[src/rtl/reg_file_sb.sv]
// Register file with per-register busy scoreboard, write-to-read bypass and a busy counter.
// Define REGFILE_ZERO_REG_EN to hardwire register 0 to zero (never busy, writes/issues dropped).
module reg_file_sb #(
  parameter int DATA_W   = 16,
  parameter int NUM_REGS = 16,
  parameter int ADDR_W   = 4
) (
  input  logic              clk,
  input  logic              rst,
  input  logic              wr_en,
  input  logic [ADDR_W-1:0] wr_addr,
  input  logic [DATA_W-1:0] wr_data,
  input  logic              issue_en,
  input  logic [ADDR_W-1:0] issue_addr,
  input  logic [ADDR_W-1:0] rd_addr1,
  input  logic [ADDR_W-1:0] rd_addr2,
  output logic [DATA_W-1:0] rd_data1,
  output logic [DATA_W-1:0] rd_data2,
  output logic              rd_busy1,
  output logic              rd_busy2,
  output logic [ADDR_W:0]   busy_cnt
);

  localparam logic [ADDR_W:0] LIMIT = (ADDR_W+1)'(NUM_REGS);

  logic [DATA_W-1:0]   regs_q [NUM_REGS];
  logic [NUM_REGS-1:0] busy_q, busy_d;
  logic [ADDR_W:0]     cnt_q, cnt_d;
  logic                wrLive, issueLive, incr, decr;

  // An address is live when it maps to a real, writable register.
  function automatic logic addrLive(input logic [ADDR_W-1:0] a);
    logic ok;
    ok = ({1'b0, a} < LIMIT);
`ifdef REGFILE_ZERO_REG_EN
    if (a == '0) ok = 1'b0;
`endif
    return ok;
  endfunction

  assign wrLive    = wr_en && addrLive(wr_addr);
  assign issueLive = issue_en && addrLive(issue_addr);

  always_ff @(posedge clk or negedge rst) begin
    if (!rst) begin
      for (int i = 0; i < NUM_REGS; i++) regs_q[i] <= '0;
    end else if (wrLive) begin
      regs_q[wr_addr] <= wr_data;
    end
  end

  // Same-address issue and writeback leaves the bit set: the new producer wins.
  always_comb begin
    busy_d = busy_q;
    cnt_d  = cnt_q;
    incr   = issueLive && !busy_q[issue_addr];
    decr   = wrLive && busy_q[wr_addr] && !(issueLive && (issue_addr == wr_addr));
    if (wrLive)    busy_d[wr_addr]    = 1'b0;
    if (issueLive) busy_d[issue_addr] = 1'b1;
    if (incr && !decr)      cnt_d = cnt_q + 1'b1;
    else if (decr && !incr) cnt_d = cnt_q - 1'b1;
  end

  always_ff @(posedge clk or negedge rst) begin
    if (!rst) begin
      busy_q <= '0;
      cnt_q  <= '0;
    end else begin
      busy_q <= busy_d;
      cnt_q  <= cnt_d;
    end
  end

  always_comb begin
    rd_data1 = '0;
    rd_busy1 = 1'b0;
    if (addrLive(rd_addr1)) begin
      if (wrLive && (wr_addr == rd_addr1)) begin
        rd_data1 = wr_data;
      end else begin
        rd_data1 = regs_q[rd_addr1];
        rd_busy1 = busy_q[rd_addr1];
      end
    end
  end

  always_comb begin
    rd_data2 = '0;
    rd_busy2 = 1'b0;
    if (addrLive(rd_addr2)) begin
      if (wrLive && (wr_addr == rd_addr2)) begin
        rd_data2 = wr_data;
      end else begin
        rd_data2 = regs_q[rd_addr2];
        rd_busy2 = busy_q[rd_addr2];
      end
    end
  end

  assign busy_cnt = cnt_q;

endmodule

[config.mk]
export PLATFORM = sky130hd
export DESIGN_NAME = reg_file_sb
export DESIGN_NICKNAME = d
export VERILOG_FILES = /design/src/rtl/reg_file_sb.sv
export SDC_FILE = /design/constraint.sdc
export NUM_CORES = 1
export LEC_CHECK = 0
export BUFFER_PORTS_ARGS = -buffer_cell sky130_fd_sc_hd__buf_2
export CORE_MARGIN = 5
export CORE_UTILIZATION = 62
export DETAILED_ROUTE_END_ITERATION = 16
export HOLD_SLACK_MARGIN = 0.12
export PLACE_DENSITY = 0.8
export SYNTH_ARGS = -nofsm -noshare
export SYNTH_HDL_FRONTEND = slang
export SYNTH_SLANG_ARGS = --single-unit
[constraint.sdc]
create_clock -name clk -period 3.5 [get_ports clk]
set_input_delay 0.7 -clock clk [delete_from_list [all_inputs] [get_ports clk]]
set_output_delay 0.7 -clock clk [all_outputs]
set_load 0.02 [all_outputs]
==> results.md <==
- Slew headroom: 46.0%
- DRC violations left: 0
- Initial antenna violation count: 0
- Pwr Density: 586 nW/µm²
- Top-count cell post-synth: dfrtp_1
- Final wirelength: 42400 µm
- CTS H-tree depth: 1
- IO buf count: 74
- First-pass GRT wire length: 66800 µm
- FFs w/ async S/R, synth: 100%
- Minimum clock period: 3.41 ns
- Slowest cell on crit path: mux4_2
- Wire length per cell: 27.9 µm
- Synth top area share: 43.7%
- Vias post-DR: 10.6k
- CP Launch Type: primary input
- WS Path Type: primary input to output port
- Core ar.: 25200 µm²
- Flip-flop and latch area: 6930 µm²
- CP peak stage delay: 0.51 ns
- Pre-CTS setup slack: -0.00454 ns
- Via density: 6.97
- RSZ-0062 raised after global routing: false
- Post CTS Setup Buffer Count: 0
- Combinational Power Share: 26.9%
- Die W: 170 µm
- Multi-input gate area: 8310 µm²
- Mapped Nets: 1111
- Peak VDD IR: 0.449 mV
- Layout cells sized above 1: 53.1%
- Pin count of the biggest net entering global routing: 82
- CP max FO: 10
- ANT cells: 0
- Cells along the critical path: buf_4, buf_4, buf_4, mux4_2, a2111oi_0, a211oi_1, buf_2
- Synth Instances: 1069
- Longest Clk Path Bufs: 3
- Die area: 28900 µm²
- GRT Overall Usage: 29.9%
- HP Class: primary input to async pin
- RePlAce Congestion: 0.872
- Net Sw Frac: 29.2%
- CP Capture Type: output port
- Yosys warns: 0
- Synth Flop Type: dfrtp_1
- Peak Freq: 0.293 GHz
- Total power: 10.6 mW
- Final worst-path cycle share: 97.4%
- Top cells by area, synth: dfrtp_1 44%, mux4_2 21%, mux2_2 17%
- Final max-slew violation count: 0
- Remaining Overflow, GRT: 0
- Final hold vios: 0
- Nets: 1208
- Int Pwr: 7.48 mW
- Clock root cell: clkbuf_16
- Fillers: 1598
- TritonCTS buffer count: 30
- Sequential share of the synthesized area: 43.7%
- Pleak: 7.58 nW
- Vias in the first global route: 11.2k
- First-pass DRT Iterations: 5
- Count of flip-flops with a built-in enable after synthesis: 0
- Most frequent CP cell: buf_4
- Clk Latency, worst-skew pair: 0.56 ns
- Routed Antenna Nets: 0
- Area delta synth->final: 13.7%
- Avg Cell Area, Syn: 14.8 µm²
- Switching pwr: 3.08 mW
- Initial Util: 63.0%
- Synthesized area: 15900 µm²
- # setup viols final: 0
- Clock network power share: 29.5%
- Count of different cell masters after synthesis: 44
- Detailed placement HPWL: 26900 µm
- Final setup margin: 0.0893 ns
- Clock-pin slew on the worst setup and hold paths: 0.06 ns
- Worst Clk Skew: 0.0184 ns
- FP Rows: 58
- Max_cap viols: 0
- Clock sink total: 277
- Top post-synthesis cells by count: 277 x dfrtp_1, 234 x mux2_2, 146 x mux4_2, 37 x nor2b_1
- Outcome: finished, final reports clean
- Height of the die: 170 µm
- Ports: 75
- Top cell type by total area after synthesis: dfrtp_1
- Yosys reg bits: 277
- CTS tree: yes
- CP arrival: 2.71 ns
- Worst Tran Pin Value: 0.810 ns
- 1st-iter DRT viols: 1253
- Seq pwr share: 43.5%
- CP required: 2.80 ns
- Worst Hold Slack: 0.117 ns
==> layout make-up <==
cell class | instances | area share [%]
multi-input cells | 676 | 46.1
flip-flops and latches | 277 | 38.4
repair buffers | 167 | 7.56
clock buffers | 47 | 4.97
well taps | 330 | 2.29
clock inverters | 8 | 0.361
inverters | 14 | 0.291
==> power groups by stage <==
stage | logic [mW] | registers, mW | clock network (mW)
after floorplan | 2.13 | 4.42 | 0
after global placement | 2.72 | 4.54 | 0
after detailed placement | 2.83 | 4.61 | 0
after CTS | 2.85 | 4.57 | 3.14
after global routing | 3.06 | 4.68 | 3.28
final | 2.85 | 4.60 | 3.12
==> routing by layer <==
metal | GRT usage (%) | part of all wire [%]
met4 | 8.19 | 2.9
met1 | 42.2 | 40
met5 | 0 | 0
met2 | 47.9 | 48
met3 | 6.71 | 9.3
==> critical path, delay by kind of cell <==
kind                   cells  cell delay [ns]
buffers and inverters      4             0.88
AO/OA/AOI/OAI              2             0.61
multiplexers               1             0.51
==> path summary, 6_finish.rpt <==
check	startpoint	end	slack [ns]	depth (start not counted)
worst min register to register	busy_cnt[4]$_DFFE_PN0P_	busy_cnt[4]$_DFFE_PN0P_	0.47	1
worst max-delay path	rd_addr1[0]	rd_data1[11]	0.09	7
worst min-delay path	rst	regs_q[26]$_DFFE_PN0P_	0.12	1
min in group clk	busy_cnt[4]$_DFFE_PN0P_	busy_cnt[4]$_DFFE_PN0P_	0.47	1
worst max register to register	busy_q[15]$_DFF_PN0_	busy_cnt[4]$_DFFE_PN0P_	0.36	11
max in group asynchronous	rst	regs_q[0]$_DFFE_PN0P_	2.51	2
==> cells in the final DEF (no fill, tap or decap), drive strengths merged <==
cell and count:
dfrtp 277, mux2 256, buf 167, mux4 146
clkbuf 47, nor2 39, nor2b 37, a211oi 36
mux2i 35, a2111oi 32, inv 14, nand2 14
xor2 11, o21ai 9, nand3 9, nor3 9
o22ai 7, clkinv 7, xnor2 5, ha 5
nand2b 5, and3 3, nand3b 3, or3 3
o32ai 2, o31ai 2, and2 2, a21oi 2
nor4 1, or4 1, o21a 1, fa 1
bufinv 1
==> cell families (layout without fill, tap and decap cells) <==
logic type	Yosys count	after routing	synth area share [%]
multiplexers	437	437	41.3
flip-flops	277	277	43.7
AND/OR/NAND/NOR	126	126	4.77
buffers and inverters	116	236	4.06
AO/OA/AOI/OAI	91	91	4.70
XOR/XNOR	16	16	0.884
adder cells (fa/ha/maj)	6	6	0.521
==> what timing repair did <==
action                     CTS  global route
hold buffers                 0             0
gates resized for setup      0             4
setup endpoints to repair    0             4
==> registers in the layout (all words and copies together), names as in the netlist <==
name,count
regs_q,256
busy_q,16
busy_cnt,5
==> through the flow <==
step                cells  cell area [µm²]  TNS [ns]  utilization [%]
finish               1519            18000         0             71.6
global placement     1464            17100         0             67.8
detailed placement   1464            17100  -0.00454             67.8
CTS                  1519            18000         0             71.6
floorplan            1069            15900         0                -
global route         1519            18000         0             71.6
Power figures use the tool's default switching activity.
